[src/rtl/wb_pkg.sv]
// Shared sizing, grant encoding and FIFO entry layout for the register-file write arbiter.
package wb_pkg;

  localparam int WIDTH      = 32;
  localparam int REGBITS    = 4;
  localparam int FIFO_DEPTH = 4;
  localparam int STARVE_MAX = 8;
  localparam int FIFO_AW    = $clog2(FIFO_DEPTH);

  typedef enum logic [1:0] {
    IDLE       = 2'd0,
    GRANT_ALU  = 2'd1,
    GRANT_FIFO = 2'd2
  } grant_e;

  typedef struct packed {
    logic [REGBITS-1:0] dst;
    logic [WIDTH-1:0]   data;
  } entry_t;

endpackage

[src/rtl/wb_arbiter_if.sv]
// ALU / sample / register-file write bundle; slave is the arbiter side, master the environment side.
interface wb_arbiter_if #(
  parameter int FIFO_DEPTH = wb_pkg::FIFO_DEPTH
);
  import wb_pkg::*;

  localparam int CW = $clog2(FIFO_DEPTH) + 1;

  logic               alu_valid;
  logic [REGBITS-1:0] alu_dst;
  logic [WIDTH-1:0]   alu_data;
  logic               alu_stall;
  logic               smp_valid;
  logic               smp_ready;
  logic [REGBITS-1:0] smp_dst;
  logic [WIDTH-1:0]   smp_data;
  logic               regwrite;
  logic [REGBITS-1:0] dst_addr;
  logic [WIDTH-1:0]   data_in;
  logic [CW-1:0]      fifo_count;
  logic [15:0]        starve_cnt;

  modport slave (
    input  alu_valid, alu_dst, alu_data, smp_valid, smp_dst, smp_data,
    output alu_stall, smp_ready, regwrite, dst_addr, data_in, fifo_count, starve_cnt
  );

  modport master (
    output alu_valid, alu_dst, alu_data, smp_valid, smp_dst, smp_data,
    input  alu_stall, smp_ready, regwrite, dst_addr, data_in, fifo_count, starve_cnt
  );

endinterface

[src/rtl/wb_sample_fifo.sv]
// Sample FIFO with registered pointers; full/empty come from registered count, so a
// freshly pushed entry is never visible for popping until the following cycle.
module wb_sample_fifo
  import wb_pkg::*;
#(
  parameter int DEPTH = wb_pkg::FIFO_DEPTH
) (
  input  logic                     clk,
  input  logic                     reset,
  input  logic                     i_push,
  input  entry_t                   i_data,
  input  logic                     i_pop,
  output entry_t                   o_head,
  output logic [$clog2(DEPTH):0]   o_count,
  output logic                     o_full,
  output logic                     o_empty
);

  localparam int AW = $clog2(DEPTH);
  localparam logic [AW:0] LP_FULL = (AW + 1)'(DEPTH);

  entry_t        r_mem [DEPTH];
  logic [AW-1:0] r_wptr;
  logic [AW-1:0] r_rptr;
  logic [AW:0]   r_count;
  logic          w_push;
  logic          w_pop;

  // Push is refused when full even if a pop happens in the same cycle.
  assign o_full  = (r_count == LP_FULL);
  assign o_empty = (r_count == '0);
  assign w_push  = i_push && !o_full;
  assign w_pop   = i_pop && !o_empty;
  assign o_head  = r_mem[r_rptr];
  assign o_count = r_count;

  always_ff @(posedge clk) begin
    if (w_push) begin
      r_mem[r_wptr] <= i_data;
    end
  end

  always_ff @(posedge clk or negedge reset) begin
    if (!reset) begin
      r_wptr  <= '0;
      r_rptr  <= '0;
      r_count <= '0;
    end else begin
      if (w_push) begin
        r_wptr <= r_wptr + AW'(1);
      end
      if (w_pop) begin
        r_rptr <= r_rptr + AW'(1);
      end
      case ({w_push, w_pop})
        2'b10:   r_count <= r_count + (AW + 1)'(1);
        2'b01:   r_count <= r_count - (AW + 1)'(1);
        default: r_count <= r_count;
      endcase
    end
  end

endmodule

[src/rtl/wb_arbiter.sv]
// Merges ALU results and buffered codec samples onto the register-file write port.
// Build with WB_ARB_STATS_EN defined to count forced ALU stalls on starve_cnt.
module wb_arbiter
  import wb_pkg::*;
#(
  parameter int FIFO_DEPTH = wb_pkg::FIFO_DEPTH,
  parameter int STARVE_MAX = wb_pkg::STARVE_MAX
) (
  input  logic        clk,
  input  logic        reset,
  wb_arbiter_if.slave bus
);

  localparam int AW = $clog2(FIFO_DEPTH);
  localparam logic [7:0] LP_STARVE_MAX = 8'(STARVE_MAX);

  grant_e             w_grant;
  entry_t             w_smp_in;
  entry_t             w_head;
  logic [AW:0]        w_count;
  logic               w_full;
  logic               w_empty;
  logic               w_pop;
  logic               w_starve_hit;
  logic [7:0]         w_starve_nxt;
  logic [7:0]         r_starve;
  logic               r_alu_stall;
  logic               r_regwrite;
  logic [REGBITS-1:0] r_dst;
  logic [WIDTH-1:0]   r_data;

  assign w_smp_in.dst  = bus.smp_dst;
  assign w_smp_in.data = bus.smp_data;
  assign w_pop         = (w_grant == GRANT_FIFO);

  wb_sample_fifo #(.DEPTH(FIFO_DEPTH)) u_fifo (
    .clk     (clk),
    .reset   (reset),
    .i_push  (bus.smp_valid),
    .i_data  (w_smp_in),
    .i_pop   (w_pop),
    .o_head  (w_head),
    .o_count (w_count),
    .o_full  (w_full),
    .o_empty (w_empty)
  );

  always_comb begin
    w_grant = IDLE;
    if (bus.alu_valid && !r_alu_stall) begin
      w_grant = GRANT_ALU;
    end else if (!w_empty) begin
      w_grant = GRANT_FIFO;
    end else begin
      w_grant = IDLE;
    end
  end

  // Only ALU grants over a waiting sample count toward starvation.
  always_comb begin
    w_starve_nxt = r_starve;
    w_starve_hit = 1'b0;
    if (w_empty) begin
      w_starve_nxt = 8'd0;
    end else if (w_grant == GRANT_ALU) begin
      if (r_starve + 8'd1 == LP_STARVE_MAX) begin
        w_starve_nxt = 8'd0;
        w_starve_hit = 1'b1;
      end else begin
        w_starve_nxt = r_starve + 8'd1;
      end
    end else begin
      w_starve_nxt = 8'd0;
    end
  end

  always_ff @(posedge clk or negedge reset) begin
    if (!reset) begin
      r_starve    <= 8'd0;
      r_alu_stall <= 1'b0;
      r_regwrite  <= 1'b0;
      r_dst       <= '0;
      r_data      <= '0;
    end else begin
      r_starve    <= w_starve_nxt;
      r_alu_stall <= w_starve_hit;
      case (w_grant)
        GRANT_ALU: begin
          r_regwrite <= 1'b1;
          r_dst      <= bus.alu_dst;
          r_data     <= bus.alu_data;
        end
        GRANT_FIFO: begin
          r_regwrite <= 1'b1;
          r_dst      <= w_head.dst;
          r_data     <= w_head.data;
        end
        default: begin
          r_regwrite <= 1'b0;
        end
      endcase
    end
  end

`ifdef WB_ARB_STATS_EN
  logic [15:0] r_starve_cnt;

  always_ff @(posedge clk or negedge reset) begin
    if (!reset) begin
      r_starve_cnt <= 16'd0;
    end else if (w_starve_hit && (r_starve_cnt != 16'hFFFF)) begin
      r_starve_cnt <= r_starve_cnt + 16'd1;
    end else begin
      r_starve_cnt <= r_starve_cnt;
    end
  end

  assign bus.starve_cnt = r_starve_cnt;
`else
  assign bus.starve_cnt = 16'd0;
`endif

  assign bus.alu_stall  = r_alu_stall;
  assign bus.smp_ready  = !w_full;
  assign bus.regwrite   = r_regwrite;
  assign bus.dst_addr   = r_dst;
  assign bus.data_in    = r_data;
  assign bus.fifo_count = w_count;

endmodule

[src/flat_wrapper.sv]
// flat-port wrapper written by rule: the top's interface ports become plain ports
module wb_arbiter_flat import wb_pkg::*;
#(
  parameter int FIFO_DEPTH = wb_pkg::FIFO_DEPTH,
  parameter int STARVE_MAX = wb_pkg::STARVE_MAX
)
  (clk, reset, bus_alu_valid, bus_alu_dst, bus_alu_data, bus_smp_valid, bus_smp_dst, bus_smp_data, bus_alu_stall, bus_smp_ready, bus_regwrite, bus_dst_addr, bus_data_in, bus_fifo_count, bus_starve_cnt);
  wb_arbiter_if #(.FIFO_DEPTH(FIFO_DEPTH)) bus_i ();
  input  logic clk;
  input  logic reset;
  input wire logic [$bits(bus_i.alu_valid)-1:0] bus_alu_valid;
  input wire logic [$bits(bus_i.alu_dst)-1:0] bus_alu_dst;
  input wire logic [$bits(bus_i.alu_data)-1:0] bus_alu_data;
  input wire logic [$bits(bus_i.smp_valid)-1:0] bus_smp_valid;
  input wire logic [$bits(bus_i.smp_dst)-1:0] bus_smp_dst;
  input wire logic [$bits(bus_i.smp_data)-1:0] bus_smp_data;
  output wire logic [$bits(bus_i.alu_stall)-1:0] bus_alu_stall;
  output wire logic [$bits(bus_i.smp_ready)-1:0] bus_smp_ready;
  output wire logic [$bits(bus_i.regwrite)-1:0] bus_regwrite;
  output wire logic [$bits(bus_i.dst_addr)-1:0] bus_dst_addr;
  output wire logic [$bits(bus_i.data_in)-1:0] bus_data_in;
  output wire logic [$bits(bus_i.fifo_count)-1:0] bus_fifo_count;
  output wire logic [$bits(bus_i.starve_cnt)-1:0] bus_starve_cnt;
  assign bus_i.alu_valid = bus_alu_valid;
  assign bus_i.alu_dst = bus_alu_dst;
  assign bus_i.alu_data = bus_alu_data;
  assign bus_i.smp_valid = bus_smp_valid;
  assign bus_i.smp_dst = bus_smp_dst;
  assign bus_i.smp_data = bus_smp_data;
  assign bus_alu_stall = bus_i.alu_stall;
  assign bus_smp_ready = bus_i.smp_ready;
  assign bus_regwrite = bus_i.regwrite;
  assign bus_dst_addr = bus_i.dst_addr;
  assign bus_data_in = bus_i.data_in;
  assign bus_fifo_count = bus_i.fifo_count;
  assign bus_starve_cnt = bus_i.starve_cnt;
  wb_arbiter #(.FIFO_DEPTH(FIFO_DEPTH), .STARVE_MAX(STARVE_MAX)) u_core (.clk(clk), .reset(reset), .bus(bus_i));
endmodule
[config.mk]
export PLATFORM = sky130hd
export DESIGN_NAME = wb_arbiter_flat
export DESIGN_NICKNAME = d
export VERILOG_FILES = /design/src/rtl/wb_pkg.sv /design/src/rtl/wb_arbiter_if.sv /design/src/rtl/wb_sample_fifo.sv /design/src/rtl/wb_arbiter.sv /design/src/flat_wrapper.sv
export SDC_FILE = /design/constraint.sdc
export NUM_CORES = 1
export LEC_CHECK = 0
export ABC_AREA = 1
export BUFFER_PORTS_ARGS = -buffer_cell sky130_fd_sc_hd__clkbuf_2
export CAP_MARGIN = 25
export CORE_MARGIN = 2
export CORE_UTILIZATION = 61
export DETAILED_ROUTE_END_ITERATION = 16
export MAX_ROUTING_LAYER = met4
export PLACE_DENSITY = 0.83
export SLEW_MARGIN = 20
export SYNTH_ARGS = -nofsm -noshare
export SYNTH_HDL_FRONTEND = slang
export SYNTH_HIERARCHICAL = 1
export SYNTH_SLANG_ARGS = --single-unit
export TNS_END_PERCENT = 50
[constraint.sdc]
create_clock -name clk -period 6.16 [get_ports clk]
set_input_delay 0.924 -clock clk [delete_from_list [all_inputs] [get_ports clk]]
set_output_delay 0.924 -clock clk [all_outputs]
set_load 0.1 [all_outputs]
==> results.sh, run 1 <==
export IMPL_status="completed"
export IMPL_drive_above_1_share_pct=23.3
export IMPL_num_io_pins=134
export IMPL_via_per_inst=5.29
export IMPL_clock_sinks=197
export IMPL_worst_path_most_repeated_cell="inv_1"
export IMPL_cts_hold_buf=0
export IMPL_synth_cells=758
export IMPL_grt_start_max_net_pins=78
export IMPL_area_growth_pct=14.8
export IMPL_fp_coreArea_um2=13800
export IMPL_holdPathStages=2
export IMPL_synth_top_area_share_pct=50.8
export IMPL_num_rows=43
export IMPL_rsz0062_at_grt="false"
export IMPL_reg2reg_to="u_core/u_fifo/o_count[2]"
export IMPL_hold_start="u_core/bus.data_in[20]"
export IMPL_path_cells="clkbuf_2, inv_1, nor2_4, nor2_4, nand2_1, inv_1, ha_1, inv_1, fa_1, o21ai_0"
export IMPL_vias=5615
export IMPL_io_buffer_count=117
export IMPL_final_util_pct=70.9
export IMPL_synth_seq_cells=197
export IMPL_p_leak_nw=4.35
export IMPL_finalSetupViolations=0
export IMPL_path_buf_inv=4
export IMPL_dieWidth_um=122
export IMPL_maxSlewViolCount=0
export IMPL_yosysWarnings=6
export IMPL_fin_skew_ns=0.00979
export IMPL_vdd_drop_max_uv=425
export IMPL_slowest_delay_ns=0.75
export IMPL_period_share_pct=48.1
export IMPL_grt_pass1_wl_um=26500
export IMPL_clk_latency_ns=0.44
export IMPL_drc=0
export IMPL_critical_path_endpoint_type="flop"
export IMPL_avgSynthCellArea_um2=11.2
export IMPL_cts_htree_levels=4
export IMPL_ant_nets=0
export IMPL_clock_path_buffers=2
export IMPL_diodes=0
export IMPL_slew_headroom_pct=33.5
export IMPL_grt_pass1_vias=5433
export IMPL_cts_resized_gates=0
export IMPL_timing_fmax_mhz=337
export IMPL_crit_family="simple AND/OR/NAND/NOR gates"
export IMPL_tns_ns=0
export IMPL_arrival_ns=3.32
export IMPL_die_area_um2=14900
export IMPL_start_kind="primary input"
export IMPL_power_density_nw_per_um2=535
export IMPL_routabilityCongestion=0.773
export IMPL_path_clk_slew_ns=0.06
export IMPL_grt_remaining_overflow=0
export IMPL_synth_distinct_cells=27
export IMPL_wire_per_inst_um=15.6
export IMPL_die_h_um=122
export IMPL_worst_pin_slew_ns=0.995
export IMPL_dpl_hpwl_um=9940
export IMPL_hold_class="flop to flop"
export IMPL_min_period_ns=2.97
export IMPL_synth_seq_area_share_pct=66.4
export IMPL_grt_use_total_pct=24.5
export IMPL_cap_violations=0
export IMPL_path_max_fanout=39
export IMPL_r2r_setup_slack_ns=3.32
export IMPL_nets=951
export IMPL_reg2reg_from="u_core/u_fifo/o_count[2]"
export IMPL_syn_area_um2=8510
export IMPL_yosys_top_cells_area="edfxtp_1, dfrtp_1, nand2_1"
export IMPL_path_class="primary input to flop"
export IMPL_fillers=953
export IMPL_hold_path_endpoint="u_core/bus.data_in[20]"
export IMPL_drt_total_wl_um=16500
export IMPL_antenna_found_initial=0
export IMPL_worst_ep_required_time_ns=6.51
export IMPL_drt_iter0_drc=439
export IMPL_postCtsSetupRepairBufs=0
export IMPL_start_util_pct=61.8
export IMPL_r2r_cells=13
export IMPL_hold_violations=0
export IMPL_cts_tree="yes"
export IMPL_numCtsBuffers=17
export IMPL_slowest_stage="nor2_4"
export IMPL_drtPass1Iterations=5
export IMPL_clock_root_buffer="clkbuf_16"
export IMPL_synth_largest_area_cell="edfxtp_1"
## cell families after synthesis
kind of cell	after synthesis	share of synthesized area [%]
other	1	0.0441
adders and majority gates	7	1.12
and+or+nand+nor	320	15.4
buffers and inverters	151	8.37
AOI/OAI and AO/OA	81	8.62
DFF	197	66.4
xor gates and xnor gates	1	0.103
## cells in the mapped netlist (all sizes together)
library cell,count
nor2,15
xnor2,1
a21oi,6
o211ai,72
conb,1
inv,102
nand2,254
ha,6
nand4,2
nor3,1
o21ai,3
edfxtp,144
buf,45
fa,1
clkinv,1
clkbuf,3
dfrtp,53
nand3,48
## per-layer routing
metal	vias to the layer above	track usage, %	share of wire [%]
met5	-	-	0
met4	0	8.84	1.7
met3	29	6.09	6.1
met2	175	40.7	51
met1	2689	29.3	41
li1	2722	-	-
## registers in the layout, summed over array words and instances (netlist names)
| name | cells |
|---|---|
| u_core/bus.alu_stall | 1 |
| u_core/bus.data_in | 32 |
| u_core/bus.dst_addr | 4 |
| u_core/bus.regwrite | 1 |
| u_core/r_starve | 8 |
| u_core/u_fifo/o_count | 3 |
| u_core/u_fifo/r_mem | 144 |
| u_core/u_fifo/r_rptr | 2 |
| u_core/u_fifo/r_wptr | 2 |
## how the worst max path moves through the flow
stage                                      endpoint  cells past startpoint                      from
after global placement     u_core/u_fifo/o_count[1]                     10             bus_alu_valid
final                      u_core/u_fifo/o_count[1]                     10             bus_alu_valid
after CTS                  u_core/u_fifo/o_count[1]                     10             bus_alu_valid
after floorplan           u_core/u_fifo/r_mem[0][0]                      4  u_core/u_fifo/o_count[0]
after detailed placement   u_core/u_fifo/o_count[1]                     10             bus_alu_valid
after global routing       u_core/u_fifo/o_count[2]                     14             bus_alu_valid
## stage by stage
| step | worst slack [ns] | cell area (um2) | hold slack [ns] | total power, mW | cells |
|---|---|---|---|---|---|
| floorplan | 2.79 | 8570 | 0.482 | 3.76 | 773 |
| detailed placement | 2.74 | 9180 | 0.470 | 4.15 | 1029 |
| global route | 2.98 | 9770 | 0.512 | 5.49 | 1061 |
| CTS | 3.20 | 9770 | 0.485 | 5.26 | 1061 |
| finish | 3.19 | 9770 | 0.482 | 5.23 | 1061 |
| global placement | 2.83 | 9130 | 0.462 | 4.08 | 1027 |
## worst reg2reg max path: stages (launching register included)
cell     delay, ns
dfrtp_1       0.42
inv_2         0.06
nand3_1       0.18
inv_1         0.12
nor2_4        0.76
nand2_1       0.18
inv_1         0.11
ha_1          0.17
inv_1         0.07
fa_1          0.38
nand2_1       0.10
nand3_1       0.08
nand2_1       0.07
nand2_1       0.05
## area by class of cell
| cell class | count | area (um2) | area share [%] |
|---|---|---|---|
| repair buffers | 124 | 678 | 6.94 |
| inverters | 103 | 389 | 3.98 |
| multi-input cells | 425 | 2240 | 22.9 |
| flip-flops and latches | 197 | 5650 | 57.8 |
| clock buffers | 19 | 443 | 4.53 |
| well taps | 180 | 225 | 2.30 |
| clock inverters | 13 | 145 | 1.49 |
## cell usage in the layout, fill, tap and decap left out
master	instances
fa_1	1
clkinv_1	3
o211ai_2	28
nor3_1	1
clkbuf_8	1
buf_4	5
clkinvlp_4	2
xnor2_1	1
clkinv_2	1
clkbuf_2	117
nand2_2	4
inv_4	1
nor2_2	2
inv_2	6
inv_1	95
nand2_1	250
nor2_4	8
dfrtp_1	52
buf_16	2
o21ai_2	2
clkbuf_1	1
a21oi_1	6
o21ai_0	1
ha_1	6
edfxtp_1	144
o211ai_1	44
nand3_1	48
bufinv_16	2
clkinv_4	1
dfrtp_2	1
nand4_1	2
inv_6	3
inv_8	2
conb_1	16
clkbuf_16	17
nor2_1	5
## where the power goes
group | total (mW) | leakage (nW) | internal (mW) | switching, mW
logic | 2.19 | 2.10 | 0.445 | 1.75
clock network | 1.10 | 0.283 | 0.615 | 0.481
registers | 1.94 | 1.97 | 1.77 | 0.176
Power figures use the tool's default switching activity.
==> run 2: changes to the inputs <==
--- a/config.mk
+++ b/config.mk
@@ -9,10 +9,10 @@
 export BUFFER_PORTS_ARGS = -buffer_cell sky130_fd_sc_hd__clkbuf_2
 export CAP_MARGIN = 25
 export CORE_MARGIN = 2
-export CORE_UTILIZATION = 61
+export CORE_UTILIZATION = 57
 export DETAILED_ROUTE_END_ITERATION = 16
 export MAX_ROUTING_LAYER = met4
-export PLACE_DENSITY = 0.83
+export PLACE_DENSITY = 0.78
 export SLEW_MARGIN = 20
 export SYNTH_ARGS = -nofsm -noshare
 export SYNTH_HDL_FRONTEND = slang
==> constraint.sdc (replaced) <==
create_clock -name clk -period 3.1 [get_ports clk]
set_input_delay 0.465 -clock clk [delete_from_list [all_inputs] [get_ports clk]]
set_output_delay 0.465 -clock clk [all_outputs]
set_load 0.1 [all_outputs]
==> run 2 against run 1 <==
Against the previous run: register-to-register slack worse by 2.4 ns; clock-buffer cell count is 2 higher; worst hold slack worse by 0.30 ns; clock skew shrank 0.0014 ns; highest routed layer unchanged; critical path depth unchanged.
==> results.sh, run 2 (same netlist as run 1, synthesis figures left out) <==
export IMPL_path_max_fanout=7
export IMPL_vias=5416
export IMPL_pre_cts_slack_ns=0.921
export IMPL_worst_path_most_repeated_cell="nand2_1"
export IMPL_start_kind="flop"
export IMPL_grt_use_total_pct=22.3
export IMPL_dieWidth_um=126
export IMPL_cts_resized_gates=0
export IMPL_holdWs_ns=0.180
export IMPL_drt_iter0_drc=395
export IMPL_drtPass1Iterations=6
export IMPL_clock_path_buffers=2
export IMPL_postCtsSetupRepairBufs=0
export IMPL_num_rows=44
export IMPL_grt_remaining_overflow=0
export IMPL_path_class="flop to flop"
export IMPL_worst_ep_required_time_ns=3.42
export IMPL_die_h_um=126
export IMPL_timing_fmax_mhz=454
export IMPL_placedCellCount=1038
export IMPL_ant_nets=0
export IMPL_largest_reg_flops=144
export IMPL_worst_slack_ns=0.899
export IMPL_slowest_delay_ns=0.43
export IMPL_slowest_stage="nand2_1"
export IMPL_routabilityCongestion=0.828
export IMPL_cap_violations=0
export IMPL_hold_violations=0
export IMPL_drive_above_1_share_pct=23.7
export IMPL_maxSlewViolCount=0
export IMPL_cts_htree_levels=4
export IMPL_fin_skew_ns=0.00841
export IMPL_layout_commonest_cell="nand2_1"
export IMPL_hold_class="primary input to asynchronous set/reset pin"
export IMPL_wire_per_inst_um=15.1
export IMPL_cts_hold_buf=0
export IMPL_nets=956
export IMPL_grt_pass1_wl_um=26600
export IMPL_grt_start_max_net_pins=89
export IMPL_num_io_pins=134
export IMPL_rsz0062_at_grt="false"
export IMPL_slew_headroom_pct=52.1
export IMPL_io_buffer_count=117
export IMPL_critical_path_endpoint_type="flop"
export IMPL_grt_pass1_vias=5397
export IMPL_die_area_um2=15900
export IMPL_tns_ns=0
export IMPL_path_clk_slew_ns=0.07
export IMPL_drt_total_wl_um=16100
export IMPL_drc=0
export IMPL_finalSetupViolations=0
export IMPL_clk_latency_ns=0.43
export IMPL_min_period_ns=2.20
export IMPL_layout_common_cells="nand2_1, edfxtp_1, clkbuf_2"
export IMPL_power_density_nw_per_um2=1060
export IMPL_numCtsBuffers=17
export IMPL_p_leak_nw=4.36
export IMPL_status="completed"
export IMPL_worst_pin_slew_ns=0.719
export IMPL_start_util_pct=58.6
export IMPL_area_growth_pct=14.8
export IMPL_fp_coreArea_um2=14500
export IMPL_period_share_pct=71.0
export IMPL_dpl_hpwl_um=9800
export IMPL_cts_tree="yes"
export IMPL_largest_register="u_core/u_fifo/r_mem"
export IMPL_arrival_ns=2.52
export IMPL_vdd_drop_max_uv=514
export IMPL_clock_sinks=197
export IMPL_via_per_inst=5.06
export IMPL_antenna_found_initial=0
export IMPL_diodes=0
export IMPL_fin_cells=1070
export IMPL_clock_root_buffer="clkbuf_16"
export IMPL_path_cells="inv_2, nand3_1, nand2_1, ha_1, inv_1, fa_1, nand2_1, nand3_1, nand2_1, nand2_1"
-- run 2: cell types whose count changed in the layout (fill, tap and decap cells not counted) --
cell | previous run | this run
buf_12 | 0 | 1
buf_16 | 2 | 0
buf_4 | 5 | 11
clkbuf_1 | 1 | 3
clkinv_1 | 3 | 1
clkinv_2 | 1 | 2
clkinvlp_4 | 2 | 1
inv_4 | 1 | 4
inv_6 | 3 | 2
inv_8 | 2 | 0
-- run 2: cell type report --
class | count | area [um2]
fill | 1106 | 4760
clock inverter | 11 | 123
sequential | 197 | 5650
multi-input combinational | 425 | 2240
clock buffer | 21 | 450
inverter | 103 | 389
timing repair buffer | 129 | 688
tap | 184 | 230
-- run 2: layer usage --
| metal | part of all wire, % | track usage, % | wire length, um |
|---|---|---|---|
| met3 | 5.1 | 4.46 | 826 |
| met5 | 0 | - | 0 |
| met2 | 51 | 37.1 | 8160 |
| met4 | 1.4 | 7.82 | 225 |
| met1 | 43 | 27.5 | 6920 |
-- run 2: worst paths after layout --
path | start | end | slack (ns) | cells past startpoint
worst max-delay path | u_core/u_fifo/o_count[0] | u_core/u_fifo/o_count[2] | 0.90 | 10
worst min-delay path | reset | u_core/bus.data_in[22] | 0.18 | 2
worst max register to register | u_core/u_fifo/o_count[0] | u_core/u_fifo/o_count[2] | 0.90 | 10
worst min register to register | u_core/bus.data_in[10] | u_core/bus.data_in[10] | 0.48 | 2
max in group asynchronous | reset | u_core/u_fifo/r_rptr[1] | 2.41 | 2
min in group clk | bus_smp_data[1] | u_core/u_fifo/r_mem[2][1] | 0.25 | 1
-- run 2: stage by stage --
stage          util (%)  cell area [um2]  power, mW
6_report           67.2             9770       10.3
2_1_floorplan         -             8570       7.47
3_5_place_dp       63.3             9200       8.30
5_1_grt            67.2             9770       10.9
3_3_place_gp       63.3             9200       8.21
4_1_cts            67.2             9770       10.4
-- run 2: where the power goes --
group,internal (mW),leakage (nW),switching [mW],total [mW]
logic,0.906,2.11,3.53,4.43
registers,3.52,1.97,0.258,3.78
clock network,1.21,0.283,0.923,2.14
-- run 2: worst max-delay path: cells and delay by family, from the launching register on --
family | cells | cell delay (ns)
flip-flops | 1 | 0.41
AND/OR/NAND/NOR | 6 | 0.87
buffers and inverters | 2 | 0.16
adder cells (fa/ha/maj) | 2 | 0.66
